$ cat src/rtl/branch_predict_unit_if.sv
// Branch unit bus: IF-stage prediction lookup, EX-stage resolve inputs, flush/redirect and counters.
// master = pipeline side driving fetch/EX operands, slave = branch_predict_unit.
interface branch_predict_unit_if #(
   parameter int XLEN  = 32,
   parameter int CNT_W = 32
);
   logic [XLEN-1:0]  if_pc;
   logic             if_pred_taken;
   logic             ex_valid;
   logic             ex_branch;
   logic [2:0]       ex_func3;
   logic [XLEN-1:0]  ex_rs1;
   logic [XLEN-1:0]  ex_rs2;
   logic [XLEN-1:0]  ex_pc;
   logic [XLEN-1:0]  ex_target;
   logic             ex_pred_taken;
   logic             ex_taken;
   logic             ex_illegal;
   logic             flush;
   logic [XLEN-1:0]  redirect_pc;
   logic [CNT_W-1:0] branch_cnt;
   logic [CNT_W-1:0] mispredict_cnt;

   modport master (
      output if_pc, ex_valid, ex_branch, ex_func3, ex_rs1, ex_rs2, ex_pc, ex_target, ex_pred_taken,
      input  if_pred_taken, ex_taken, ex_illegal, flush, redirect_pc, branch_cnt, mispredict_cnt
   );

   modport slave (
      input  if_pc, ex_valid, ex_branch, ex_func3, ex_rs1, ex_rs2, ex_pc, ex_target, ex_pred_taken,
      output if_pred_taken, ex_taken, ex_illegal, flush, redirect_pc, branch_cnt, mispredict_cnt
   );
endinterface

$ cat src/rtl/branch_predict_unit.sv
// RV32I branch resolve + 2-bit saturating-counter predictor; predict/resolve combinational,
// training, flush/redirect and perf counters registered one cycle later. No backpressure.
module branch_predict_unit #(
   parameter int XLEN        = 32,
   parameter int BHT_ENTRIES = 64,
   parameter int CNT_W       = 32
) (
   input  logic                 i_clk,
   input  logic                 i_reset,
   branch_predict_unit_if.slave bp
);
   localparam int IDX_W = $clog2(BHT_ENTRIES);

   logic [1:0]       r_bht [BHT_ENTRIES];
   logic             r_flush;
   logic [XLEN-1:0]  r_redirect_pc;
   logic [CNT_W-1:0] r_branch_cnt;
   logic [CNT_W-1:0] r_mispredict_cnt;

   logic [IDX_W-1:0] w_if_idx;
   logic [IDX_W-1:0] w_ex_idx;
   logic             w_branch;
   logic             w_illegal;
   logic             w_cond;
   logic             w_taken;
   logic             w_resolve;
   logic             w_mispredict;
   logic [1:0]       w_cur;
   logic [1:0]       w_next;
   logic             w_unused;

   assign w_if_idx = bp.if_pc[IDX_W+1:2];
   assign w_ex_idx = bp.ex_pc[IDX_W+1:2];
   assign w_unused = ^{bp.if_pc[XLEN-1:IDX_W+2], bp.if_pc[1:0]};

   // Read port shows the pre-update counter when IF and EX hit the same entry.
   assign bp.if_pred_taken = r_bht[w_if_idx][1];

   always_comb begin
      w_cond = 1'b0;
      case (bp.ex_func3)
         3'b000:  w_cond = (bp.ex_rs1 == bp.ex_rs2);
         3'b001:  w_cond = (bp.ex_rs1 != bp.ex_rs2);
         3'b100:  w_cond = ($signed(bp.ex_rs1) <  $signed(bp.ex_rs2));
         3'b101:  w_cond = ($signed(bp.ex_rs1) >= $signed(bp.ex_rs2));
         3'b110:  w_cond = (bp.ex_rs1 <  bp.ex_rs2);
         3'b111:  w_cond = (bp.ex_rs1 >= bp.ex_rs2);
         default: w_cond = 1'b0;
      endcase
   end

   assign w_branch     = bp.ex_valid & bp.ex_branch;
   assign w_illegal    = w_branch & (bp.ex_func3[2:1] == 2'b01);
   assign w_resolve    = w_branch & ~w_illegal;
   assign w_taken      = w_resolve & w_cond;
   assign w_mispredict = w_resolve & (w_taken != bp.ex_pred_taken);

   assign bp.ex_taken   = w_taken;
   assign bp.ex_illegal = w_illegal;

   assign w_cur = r_bht[w_ex_idx];

   always_comb begin
      w_next = w_cur;
      if (w_taken) begin
         if (w_cur != 2'b11) w_next = w_cur + 2'b01;
      end else begin
         if (w_cur != 2'b00) w_next = w_cur - 2'b01;
      end
   end

   // Reset wins over any resolve in the same cycle, so a pending mispredict is dropped.
   always_ff @(posedge i_clk) begin
      if (i_reset) begin
         for (int i = 0; i < BHT_ENTRIES; i++) r_bht[i] <= 2'b01;
         r_flush          <= 1'b0;
         r_redirect_pc    <= '0;
         r_branch_cnt     <= '0;
         r_mispredict_cnt <= '0;
      end else begin
         r_flush <= w_mispredict;
         if (w_resolve) begin
            r_bht[w_ex_idx] <= w_next;
            r_branch_cnt    <= r_branch_cnt + CNT_W'(1);
         end
         if (w_mispredict) begin
            r_redirect_pc    <= w_taken ? bp.ex_target : (bp.ex_pc + XLEN'(4));
            r_mispredict_cnt <= r_mispredict_cnt + CNT_W'(1);
         end
      end
   end

   assign bp.flush          = r_flush;
   assign bp.redirect_pc    = r_redirect_pc;
   assign bp.branch_cnt     = r_branch_cnt;
   assign bp.mispredict_cnt = r_mispredict_cnt;
endmodule

$ cat src/flat_wrapper.sv
// flat-port wrapper written by rule: the top's interface ports become plain ports
module branch_predict_unit_flat 
#(
   parameter int XLEN        = 32,
   parameter int BHT_ENTRIES = 64,
   parameter int CNT_W       = 32
)
  (i_clk, i_reset, bp_if_pc, bp_ex_valid, bp_ex_branch, bp_ex_func3, bp_ex_rs1, bp_ex_rs2, bp_ex_pc, bp_ex_target, bp_ex_pred_taken, bp_if_pred_taken, bp_ex_taken, bp_ex_illegal, bp_flush, bp_redirect_pc, bp_branch_cnt, bp_mispredict_cnt);
  branch_predict_unit_if #(.XLEN(XLEN), .CNT_W(CNT_W)) bp_i ();
  input  logic i_clk;
  input  logic i_reset;
  input wire logic [$bits(bp_i.if_pc)-1:0] bp_if_pc;
  input wire logic [$bits(bp_i.ex_valid)-1:0] bp_ex_valid;
  input wire logic [$bits(bp_i.ex_branch)-1:0] bp_ex_branch;
  input wire logic [$bits(bp_i.ex_func3)-1:0] bp_ex_func3;
  input wire logic [$bits(bp_i.ex_rs1)-1:0] bp_ex_rs1;
  input wire logic [$bits(bp_i.ex_rs2)-1:0] bp_ex_rs2;
  input wire logic [$bits(bp_i.ex_pc)-1:0] bp_ex_pc;
  input wire logic [$bits(bp_i.ex_target)-1:0] bp_ex_target;
  input wire logic [$bits(bp_i.ex_pred_taken)-1:0] bp_ex_pred_taken;
  output wire logic [$bits(bp_i.if_pred_taken)-1:0] bp_if_pred_taken;
  output wire logic [$bits(bp_i.ex_taken)-1:0] bp_ex_taken;
  output wire logic [$bits(bp_i.ex_illegal)-1:0] bp_ex_illegal;
  output wire logic [$bits(bp_i.flush)-1:0] bp_flush;
  output wire logic [$bits(bp_i.redirect_pc)-1:0] bp_redirect_pc;
  output wire logic [$bits(bp_i.branch_cnt)-1:0] bp_branch_cnt;
  output wire logic [$bits(bp_i.mispredict_cnt)-1:0] bp_mispredict_cnt;
  assign bp_i.if_pc = bp_if_pc;
  assign bp_i.ex_valid = bp_ex_valid;
  assign bp_i.ex_branch = bp_ex_branch;
  assign bp_i.ex_func3 = bp_ex_func3;
  assign bp_i.ex_rs1 = bp_ex_rs1;
  assign bp_i.ex_rs2 = bp_ex_rs2;
  assign bp_i.ex_pc = bp_ex_pc;
  assign bp_i.ex_target = bp_ex_target;
  assign bp_i.ex_pred_taken = bp_ex_pred_taken;
  assign bp_if_pred_taken = bp_i.if_pred_taken;
  assign bp_ex_taken = bp_i.ex_taken;
  assign bp_ex_illegal = bp_i.ex_illegal;
  assign bp_flush = bp_i.flush;
  assign bp_redirect_pc = bp_i.redirect_pc;
  assign bp_branch_cnt = bp_i.branch_cnt;
  assign bp_mispredict_cnt = bp_i.mispredict_cnt;
  branch_predict_unit #(.XLEN(XLEN), .BHT_ENTRIES(BHT_ENTRIES), .CNT_W(CNT_W)) u_core (.i_clk(i_clk), .i_reset(i_reset), .bp(bp_i));
endmodule
$ cat config.mk
export PLATFORM = sky130hd
export DESIGN_NAME = branch_predict_unit_flat
export DESIGN_NICKNAME = d
export VERILOG_FILES = /design/src/rtl/branch_predict_unit_if.sv /design/src/rtl/branch_predict_unit.sv /design/src/flat_wrapper.sv
export SDC_FILE = /design/constraint.sdc
export NUM_CORES = 1
export LEC_CHECK = 0
export CAP_MARGIN = 25
export CORE_AREA = 2 2 217 177
export DETAILED_ROUTE_END_ITERATION = 7
export DIE_AREA = 0 0 219 179
export PLACE_DENSITY = 0.67
export REMOVE_ABC_BUFFERS = 1
export SYNTH_ARGS = -nofsm -noshare
export SYNTH_HDL_FRONTEND = slang
export SYNTH_SLANG_ARGS = --single-unit
$ cat constraint.sdc
create_clock -name i_clk -period 4.9 [get_ports i_clk]
set_clock_uncertainty 0.05 [all_clocks]
set_input_delay 0.98 -clock i_clk [delete_from_list [all_inputs] [get_ports i_clk]]
set_output_delay 0.98 -clock i_clk [all_outputs]
set_load 0.01 [all_outputs]
## Yosys cells after proc, flatten, opt, wreduce, memory -nomap -nowiden

Memories as Yosys holds them, arrays and structs flattened.
Cells that the tools add are included.

- Reductions and logical operators: 3
- Muxes and demuxes: 13
- Eq/ne operators: 10
- Bitwise logic cells: 6
- Add/sub/neg operators: 5
- Order comparisons: 4

Operators by type and width:

| operator | number |
|---|---|
| $add 32x1->32 const B | 2 |
| $ge 32x32->1 | 2 |
| $lt 32x32->1 | 2 |
| $add 32x3->32 const B | 1 |
| $eq 32x32->1 | 1 |
| $mux 32 | 1 |
| $ne 32x32->1 | 1 |
| $eq 3x3->1 const B | 4 |
| $mux 2 | 4 |
| $mux 1 | 6 |
| $mux 6 | 1 |
| $pmux 1 s6 | 1 |
| $and 1x1->1 | 5 |
| $eq 3x1->1 const B | 1 |
| $logic_not 3->1 | 1 |
| $add 2x1->2 const B | 1 |
| $eq 2x1->1 const B | 1 |
| $ne 2x2->1 const B | 1 |
| $reduce_bool 2->1 | 1 |
| $reduce_or 2->1 | 1 |
| $sub 2x1->2 const B | 1 |
| $ne 1x1->1 | 1 |
| $not 1->1 | 1 |

- Flip-flop bits (word level): 97
- Input bits: 168
- Output and inout port bits: 100
- Bits in writable memories: 128
- Logic and storage cells: 46
- Memories kept: 1

Memory list:

| name | words | bits a word | read ports | clocked after memory_dff | write ports | line | source |
|---|---|---|---|---|---|---|---|
| u_core.r_bht | 64 | 2 | 2 | 0 | 64 | branch_predict_unit.sv:14 | `logic [1:0] r_bht [BHT_ENTRIES];` |

## Depth between registers and ports, before layout

Gate-level depths: netlist of the first run.

- Word-level depth: 9
- Mapped depth: 15
- Gate-level depth less buffers: 12

## Least setup slack after synthesis of the first run

No wires, ideal clock.

- Path type: input to output
- Start: in bp_if_pc[2]
- End: out bp_if_pred_taken
- Buffers on the path: 2
- Data required time: 3.870 ns
- Arrival time: 3.420 ns
- Cell stages on the path: 5
- Setup slack: 0.450 ns
- Cells stage by stage: clkbuf_1 > buf_1 > mux4_2 > mux4_2 > mux4_2

- Longest elaborated chain between the ends: 1

RTL lines:

| item | line | source |
|---|---|---|
| from (decl) | flat_wrapper.sv:12 | `input wire logic [$bits(bp_i.if_pc)-1:0] bp_if_pc;` |
| $mem_v2 64x2 | - |  |
| to (decl) | flat_wrapper.sv:21 | `output wire logic [$bits(bp_i.if_pred_taken)-1:0] bp_if_pred_taken;` |

No other way between the ends.

## Worst setup path after layout of the first run

Same ends and word-level chain as after synthesis.

==> flow_summary_export.csv, run 1 <==
group,metric,value,unit
global_routing,overflow,0,
sta,final-hold-violation-count,0,
cts,postCtsSetupBuffers,0,
worst_setup_path,reg2reg_from,"u_core.bp.mispredict_cnt[4]",
yosys,synth_cell_types,63,
final_layout,antenna_cells,0,
placed_design,gp_congestion,0.870,
worst_setup_path,cp_max_fo,16,
cts,cts-buffers-inserted,25,
outcome,status,"finished, final reports clean",
die,die_x,219,um
worst_setup_path,r2r_end,"u_core.bp.mispredict_cnt[15]",
yosys,synth_warnings,0,
die,fp.dieH,179,um
sta,tns,0,ns
worst_setup_path,arrival,3.80,ns
cts,cts_hold_buf,0,
worst_setup_path,crit_end,"bp_if_pred_taken",
power_and_ir_drop,ir_drop,0.218,mV
global_routing,grt_pass1_vias,11400,
yosys,netlist_instances,1408,
worst_setup_path,reg2reg_slack,1.71,ns
worst_setup_path,end_kind,"primary output",
yosys,async_flop_share,0,
placed_design,dp.cells,2105,
sta,slew_violations,0,
cts,clkLatencyLatePin,0.55,ns
final_layout,final_cells,2152,
yosys,yosysSeqAreaShare,0.439,
cts,cts.clk_slew.worst_paths,0.06,ns
placed_design,pre_cts_ws,-0.216,ns
sta,setup_violations,0,
worst_setup_path,cp_data_required_time,3.87,ns
routing,vias,11800,
yosys,synth_seq_cells,225,
cts,clockBufferDepth,3,
cts,cts-htree-levels,1,
final_layout,drive_above_1_share,0.108,
sta,worstMarginPinSlew,0.963,ns
worst_setup_path,cp-start-kind,"input pin",
yosys,synth_edf_count,128,
routing,drt-initial-drc-count,1116,
yosys,syn_area,13200,um^2
placed_design,dp_hpwl,28300,um
yosys,syn_avg_cell_area,9.37,um^2
routing,drcViolationCount,0,
worst_setup_path,r2r_cells,9,
cts,clockRootBuffer,"clkbuf_16",
cts,tritoncts,"yes",
routing,first_pass_iters,5,
routing,wl,39700,um
die,ios,268,
global_routing,grt_max_degree,193,
global_routing,grt_pass1_wl,60900,um
cts,clock_sinks,225,
sta,min_period,4.83,ns
final_layout,final_nets,1841,
routing,ant_nets,0,
global_routing,grt.total_usage,0.195,
sta,layout_setup_ws,0.0715,ns
final_layout,final_util,0.463,
sta,fmax,207,MHz
die,core_area,37300,um^2
yosys,yosys_most_used_dff,"edfxtp_1",
final_layout,nFillCells,3474,
routing,viasPerCell,5.48,
flow_run,maxCapViolations,0,
die,start_util,0.353,
die,dieArea,39200,um^2
die,rows,64,
power_and_ir_drop,power_density,282,nW/um^2
sta,fin_crit_sh,0.985,
worst_setup_path,critPathLaunch,"bp_if_pc[2]",
sta,slew_headroom,0.356,
global_routing,antenna_found_initial,1,
routing,post_drt_wl_per_cell,18.4,um
worst_hold_path,hold_class,"reg -> reg",
worst_setup_path,path_class,"in -> out",
placed_design,port_buffers,241,
final_layout,syn_to_final_growth,31.1,%
power_and_ir_drop,leakage,0.00602,uW
## cell type report
class | instances | area [um^2] | share of cell area
Tap cell | 495 | 619 | 0.0358
Clock buffer | 31 | 648 | 0.0375
Clock inverter | 15 | 260 | 0.0151
Timing Repair Buffer | 307 | 3020 | 0.175
Multi-Input combinational cell | 1005 | 6670 | 0.386
Sequential cell | 225 | 5790 | 0.335
Inverter | 74 | 278 | 0.0161
## report_power, final
part           internal, uW  switching, uW
clock network          1310            804
registers              2030           23.9
logic                   328            379
total                  3670           1210
## repair_timing
action,CTS,global route
endpoints found under the setup margin,1,1
pin swaps,0,1
gates resized for setup,1,3
## Yosys cell counts (all sizes together) (17+ instances only)
| cell type | count | area share |
|---|---|---|
| clkbuf | 66 | 0.019 |
| xnor2 | 22 | 0.015 |
| a22oi | 62 | 0.035 |
| dfxtp | 97 | 0.15 |
| xor2 | 35 | 0.023 |
| mux2 | 32 | 0.028 |
| a221oi | 21 | 0.014 |
| ha | 35 | 0.033 |
| nor3 | 17 | 0.0073 |
| and3 | 25 | 0.012 |
| nand2b | 61 | 0.029 |
| nor2 | 174 | 0.050 |
| nor2b | 31 | 0.015 |
| mux2i | 22 | 0.017 |
| edfxtp | 128 | 0.29 |
| a21oi | 22 | 0.0098 |
| nand4 | 28 | 0.013 |
| buf | 38 | 0.018 |
| mux4 | 21 | 0.036 |
| inv | 73 | 0.021 |
| nor4 | 19 | 0.0090 |
| nand2 | 134 | 0.039 |
| nand3 | 118 | 0.045 |
| o32ai | 26 | 0.017 |
## registers in the layout, indices dropped and copies added, names as in the netlist
| name | cells |
|---|---|
| u_core.bp.branch_cnt | 32 |
| u_core.r_bht | 128 |
| u_core.bp.mispredict_cnt | 32 |
| u_core.bp.flush | 1 |
| u_core.bp.redirect_pc | 32 |
## routing by layer
layer  track usage  vias to the layer above  share of wire
met2         0.311                      534           0.46
met1         0.263                     5638           0.42
met5             0                        -        0.00028
met3        0.0422                       85          0.084
met4        0.0673                        2          0.031
li1              -                     5544              -
## worst min path at each step
stage,from,end,cells past startpoint
3_3_place_gp,u_core.bp.redirect_pc[1],u_core.bp.redirect_pc[1],2
3_5_place_dp,u_core.bp.redirect_pc[1],u_core.bp.redirect_pc[1],2
2_1_floorplan,u_core.bp.redirect_pc[0],u_core.bp.redirect_pc[0],2
6_report,u_core.bp.redirect_pc[3],u_core.bp.redirect_pc[3],2
5_1_grt,u_core.bp.redirect_pc[1],u_core.bp.redirect_pc[1],2
4_1_cts,u_core.bp.redirect_pc[1],u_core.bp.redirect_pc[1],2
## cell families after synthesis
| family | after synthesis | share of synthesized area |
|---|---|---|
| and+or+nand+nor | 631 | 0.231 |
| buffers and inverters | 178 | 0.0581 |
| DFF | 225 | 0.439 |
| xor gates and xnor gates | 57 | 0.0379 |
| adders and majority gates | 36 | 0.0341 |
| AOI/OAI and AO/OA | 206 | 0.119 |
| muxes | 75 | 0.0810 |
## placed cells by master, fill, tap and decap left out, types with 12 or more instances in the layout
cell type | synthesis | layout
nand4_1 | 28 | 28
a21oi_1 | 19 | 19
xnor2_1 | 22 | 22
nor2b_1 | 31 | 31
mux2i_1 | 22 | 22
inv_1 | 73 | 73
a22o_1 | 14 | 14
nand3_1 | 117 | 117
a21o_1 | 12 | 12
dfxtp_1 | 97 | 97
clkbuf_16 | 0 | 25
and3_1 | 25 | 25
xor2_1 | 35 | 35
mux4_2 | 21 | 21
a221oi_1 | 21 | 21
nor3_1 | 16 | 15
a31oi_1 | 13 | 13
nand2_1 | 133 | 133
nand2b_1 | 61 | 60
mux2_2 | 26 | 26
clkdlybuf4s50_1 | 0 | 239
o32ai_1 | 26 | 26
nor2_1 | 174 | 172
a22oi_1 | 62 | 62
ha_1 | 35 | 35
buf_4 | 2 | 57
nor4_1 | 19 | 18
edfxtp_1 | 128 | 128
## critical path: stages
cell             delay (ns)
clkdlybuf4s50_1        0.50
buf_12                 0.20
mux4_2                 0.57
mux4_2                 0.53
mux4_2                 0.48
clkdlybuf4s50_1        0.50
## through the flow
step / power (uW) / instance area, um^2 / hold slack, ns
after detailed placement: 2790 / 16400 / 0.413
final: 4880 / 17300 / 0.422
after global placement: 2780 / 16400 / 0.405
after global routing: 5040 / 17300 / 0.441
after floorplan: 2400 / 12700 / 0.431
after CTS: 4910 / 17300 / 0.423
Power figures use the tool's default switching activity.
==> run 2, diff against run 1 <==
==> constraint.sdc (replaced) <==
create_clock -name i_clk -period 4.9 [get_ports i_clk]
set_clock_uncertainty 0.05 [all_clocks]
set_input_delay 0.98 -clock i_clk [delete_from_list [all_inputs] [get_ports i_clk]]
set_output_delay 0.98 -clock i_clk [all_outputs]
set_load 0.005 [all_outputs]
==> run 2 against run 1 <==
Design area shrank 0.93%. Highest routed layer unchanged. Clock-buffer cell count grew 3. Critical endpoint unchanged. Via count shrank 0.93%. Flip-flop and latch count is the same. Utilization shrank 0.43 points. Largest power group is now registers. Fmax grew 0.53%.
==> flow_summary_export.csv, run 2 (synthesis gave the netlist of run 1 again) <==
group,metric,value,unit
outcome,status,"finished, final reports clean",
routing,first_pass_iters,5,
final_layout,syn_to_final_growth,29.8,%
sta,min_period,4.80,ns
worst_setup_path,path_class,"in -> out",
worst_setup_path,arrival,3.77,ns
routing,drt-initial-drc-count,993,
sta,tns,0,ns
final_layout,antenna_cells,0,
power_and_ir_drop,power_density,268,nW/um^2
die,ios,268,
final_layout,multi_input_area,6670,um^2
die,rows,64,
placed_design,gp_congestion,0.869,
die,core_area,37300,um^2
worst_setup_path,cp_max_fo,16,
sta,slew_headroom,0.260,
cts,cts_hold_buf,0,
global_routing,grt_max_degree,75,
placed_design,port_buffers,241,
cts,cts.clk_slew.worst_paths,0.06,ns
sta,worstMarginPinSlew,1.11,ns
final_layout,largest_reg_flops,128,
routing,wl,39100,um
final_layout,drive_above_1_share,0.105,
cts,clkLatencyLatePin,0.54,ns
final_layout,final_common_cell,"clkdlybuf4s50_1",
flow_run,maxCapViolations,0,
routing,drcViolationCount,0,
sta,rsz0062_at_grt,"false",
placed_design,dp_hpwl,28500,um
placed_design,pre_cts_ws,-0.130,ns
global_routing,grt_pass1_vias,11000,
sta,fin_crit_sh,0.980,
routing,post_drt_wl_per_cell,18.2,um
cts,cts-htree-levels,1,
global_routing,grt.total_usage,0.195,
power_and_ir_drop,leakage,0.00594,uW
cts,clockRootBuffer,"clkbuf_16",
worst_setup_path,end_kind,"primary output",
sta,slew_violations,0,
sta,fmax,208,MHz
sta,final-hold-violation-count,0,
worst_setup_path,cp_data_required_time,3.87,ns
worst_setup_path,cp-start-kind,"input pin",
cts,cts-buffers-inserted,25,
die,start_util,0.353,
global_routing,overflow,0,
cts,clock_sinks,225,
routing,ant_nets,0,
routing,vias,11700,
routing,viasPerCell,5.44,
final_layout,final_nets,1838,
final_layout,final_cell_mix,"239 x clkdlybuf4s50_1, 172 x nor2_1, 133 x nand2_1",
cts,clockBufferDepth,3,
final_layout,ff_latch_area,5790,um^2
die,die_x,219,um
global_routing,grt_pass1_wl,60400,um
worst_hold_path,hold_class,"reg -> reg",
global_routing,antenna_found_initial,1,
final_layout,largest-register,"u_core.r_bht",
sta,setup_violations,0,
sta,layout_setup_ws,0.0967,ns
die,dieArea,39200,um^2
final_layout,nFillCells,3576,
die,fp.dieH,179,um
power_and_ir_drop,ir_drop,0.204,mV
cts,tritoncts,"yes",
run 2: cell types whose count changed in the layout (fill, tap and decap cells not counted), sizes merged:
cell and change:
clkbuf +3, bufinv -5, clkinv +1, buf -3
run 2: area by class of cell:
cell class | instances | area share
clock buffer | 34 | 0.0389
multi-input combinational | 1005 | 0.390
tap | 495 | 0.0362
clock inverter | 11 | 0.00643
sequential | 225 | 0.338
inverter | 74 | 0.0162
timing repair buffer | 304 | 0.175
run 2: metrics by stage:
| stage | hold WS (ns) | utilization | total power (uW) | cell area (um^2) | instances |
|---|---|---|---|---|---|
| 6_report | 0.421 | 0.459 | 4580 | 17100 | 2148 |
| 5_1_grt | 0.439 | 0.459 | 4760 | 17100 | 2148 |
| 4_1_cts | 0.423 | 0.459 | 4620 | 17100 | 2147 |
| 3_5_place_dp | 0.413 | 0.438 | 2780 | 16300 | 2102 |
| 3_3_place_gp | 0.405 | 0.438 | 2770 | 16300 | 2102 |
| 2_1_floorplan | 0.404 | - | 2400 | 12700 | 1304 |
run 2: worst paths after layout:
check	start	to	slack, ns	cells past startpoint
worst max-delay path	bp_if_pc[2]	bp_if_pred_taken	0.1	6
worst min-delay path	u_core.bp.redirect_pc[3]	u_core.bp.redirect_pc[3]	0.42	2
worst max register to register	u_core.bp.mispredict_cnt[4]	u_core.bp.mispredict_cnt[15]	1.73	9
worst min register to register	u_core.bp.redirect_pc[3]	u_core.bp.redirect_pc[3]	0.42	2
run 2: timing repair:
item / 4_1_cts / 5_1_grt
setup endpoints to repair: 1 / 1
resized for setup: 1 / 3
setup buffers: 0 / 1
pin swaps: 1 / 2
run 2: where the power goes:
group          internal, uW  leakage [uW]  switching, uW
clock network          1060      0.000386            775
registers              2030       0.00193           24.0
logic                   326       0.00363            369
total                  3420       0.00594           1170
run 2: metal layers:
| metal | vias to the layer above | part of all wire | global-route usage |
|---|---|---|---|
| met5 | - | 0.00041 | 0 |
| met1 | 5586 | 0.42 | 0.264 |
| li1 | 5560 | - | - |
| met3 | 67 | 0.087 | 0.0402 |
| met4 | 2 | 0.026 | 0.0569 |
| met2 | 478 | 0.46 | 0.314 |
run 2: worst max-delay path, cell delays in order:
cell and delay, ns:
clkdlybuf4s50_1 0.51, buf_12 0.21, mux4_2 0.56, mux4_2 0.55, mux4_2 0.46, clkdlybuf4s50_1 0.50
==> run 3, diff against run 2 <==
==> constraint.sdc (replaced) <==
create_clock -name i_clk -period 4.9 [get_ports i_clk]
set_clock_uncertainty 0.05 [all_clocks]
set_input_delay 0.98 -clock i_clk [delete_from_list [all_inputs] [get_ports i_clk]]
set_output_delay 0.98 -clock i_clk [all_outputs]
set_load 0.1 [all_outputs]
==> run 3 against run 2 <==
Combinational power grew 16%. Sequential power is essentially flat. Final cell count shrank 0.74%. Design area shrank 0.47%. Register-to-register slack gained 0.03 ns. First-iteration DRC count grew 4.0%. Clock power shrank 3%. Critical path type unchanged. Flip-flop and latch count is the same. Non-clock buffer count shrank 15. Global-route usage shrank 0.056 points.
==> flow_summary_export.csv, run 3 (synthesis gave the netlist of run 1 again) <==
group,metric,value,unit
power_and_ir_drop,combinationalPowerShare,0.173,
sta,rsz0062_at_grt,"false",
global_routing,antenna_found_initial,0,
cts,tritoncts,"yes",
final_layout,drive_above_1_share,0.101,
final_layout,antenna_cells,0,
sta,slew_headroom,0.316,
final_layout,final_util,0.457,
final_layout,syn_to_final_growth,29.2,%
die,core_area,37300,um^2
sta,setup_violations,0,
placed_design,gp_congestion,0.875,
power_and_ir_drop,seq_power_share,0.442,
worst_setup_path,path_class,"in -> out",
die,dieArea,39200,um^2
sta,slew_violations,0,
routing,first_pass_iters,6,
global_routing,grt.total_usage,0.194,
die,start_util,0.353,
flow_run,maxCapViolations,0,
power_and_ir_drop,p_sw,1270,uW
worst_setup_path,end_kind,"primary output",
placed_design,port_buffers,241,
sta,min_period,4.72,ns
sta,fin_crit_sh,0.963,
final_layout,final_nets,1822,
worst_setup_path,cp-start-kind,"input pin",
routing,drcViolationCount,0,
final_layout,nFillCells,3581,
global_routing,grt_pass1_vias,11000,
sta,worstMarginPinSlew,1.02,ns
cts,clockBufferDepth,3,
cts,clkLatencyLatePin,0.54,ns
final_layout,final_common_cell,"clkdlybuf4s50_1",
global_routing,overflow,0,
worst_setup_path,cp_data_required_time,3.87,ns
die,ios,268,
routing,ant_nets,0,
outcome,status,"finished, final reports clean",
sta,tns,0,ns
cts,clock_sinks,225,
power_and_ir_drop,clock_power_share,0.384,
worst_setup_path,arrival,3.69,ns
die,rows,64,
cts,clockRootBuffer,"clkbuf_16",
die,die_x,219,um
routing,post_drt_wl_per_cell,18.5,um
final_layout,largest_reg_flops,128,
global_routing,grt_max_degree,85,
die,fp.dieH,179,um
final_layout,final_cell_mix,"237 x clkdlybuf4s50_1, 172 x nor2_1, 133 x nand2_1",
power_and_ir_drop,netSwitchingFraction,0.275,
routing,wl,39500,um
cts,cts-htree-levels,1,
sta,fmax,212,MHz
worst_hold_path,hold_class,"reg -> reg",
cts,cts.clk_slew.worst_paths,0.06,ns
sta,fin_hold_ws,0.419,ns
worst_setup_path,cp_max_fo,4,
power_and_ir_drop,leakage,0.00589,uW
routing,vias,11700,
placed_design,dp_hpwl,28200,um
routing,viasPerCell,5.48,
power_and_ir_drop,internal_power,3370,uW
routing,drt-initial-drc-count,1033,
cts,cts-buffers-inserted,24,
power_and_ir_drop,power_density,272,nW/um^2
global_routing,grt_pass1_wl,60500,um
sta,final-hold-violation-count,0,
power_and_ir_drop,ir_drop,0.224,mV
final_layout,largest-register,"u_core.r_bht",
## run 3: cell count changes in the layout (fill, tap and decap cells not counted), moves of 2 or more
cell / change
buf_4: -15
clkbuf_8: +7
clkbuf_1: -4
buf_12: +3
bufinv_16: -2
clkbuf_4: -2
clkdlybuf4s50_1: -2
inv_6: -2
## run 3: worst max-delay path, stage by stage
cell             delay, ns
clkdlybuf4s50_1       0.46
inv_1                 0.05
ha_1                  0.31
a21oi_1               0.20
o21ai_0               0.12
a221oi_1              0.32
o21ai_1               0.11
a21oi_2               0.22
mux2_2                0.38
and2_1                0.15
nand3_1               0.13
inv_1                 0.09
buf_12                0.17
## run 3: through the flow
step / power (uW) / setup slack [ns] / instance area [um^2] / cells
CTS: 4670 / 0.104 / 17000 / 2131
floorplan: 2510 / -0.112 / 12700 / 1304
global placement: 2880 / 0.174 / 16300 / 2087
global route: 4800 / 0.00455 / 17000 / 2132
detailed placement: 2890 / 0.106 / 16300 / 2087
finish: 4640 / 0.183 / 17000 / 2132
## run 3: area by class of cell
type,count,area [um^2],share of cell area
Multi-Input combinational cell,1005,6680,0.392
Clock buffer,36,718,0.0421
Inverter,74,278,0.0163
Clock inverter,8,50.0,0.00294
Sequential cell,225,5790,0.339
Timing Repair Buffer,289,2910,0.171
Tap cell,495,619,0.0363
## run 3: final timing paths
kind	cells past startpoint	slack, ns	endpoint	start
hold reg to reg	2	0.42	u_core.bp.redirect_pc[3]	u_core.bp.redirect_pc[3]
hold / removal	2	0.42	u_core.bp.redirect_pc[3]	u_core.bp.redirect_pc[3]
setup reg to reg	9	1.76	u_core.bp.mispredict_cnt[17]	u_core.bp.mispredict_cnt[4]
setup / recovery	13	0.18	bp_ex_taken	bp_ex_rs2[21]
## run 3: metal layers
metal  vias to the layer above  track usage  routed length [um]
li1                       5502            -                   -
met1                      5626        0.266               17000
met2                       494        0.312               18200
met3                        70       0.0365                3190
met4                         0       0.0572                1020
met5                         -            0                   0
## run 3: repair_timing
action / 4_1_cts / 5_1_grt
setup endpoints to repair: 0 / 1
hold buffers: 0 / 0
buffers inserted: 0 / 1
resized for setup: 0 / 2
## run 3: power by group through the flow
stage	logic [uW]	registers [uW]	clock network [uW]
global placement	788	2090	0
floorplan	328	2180	0
CTS	800	2050	1820
detailed placement	798	2090	0
finish	804	2050	1780
global route	857	2060	1890
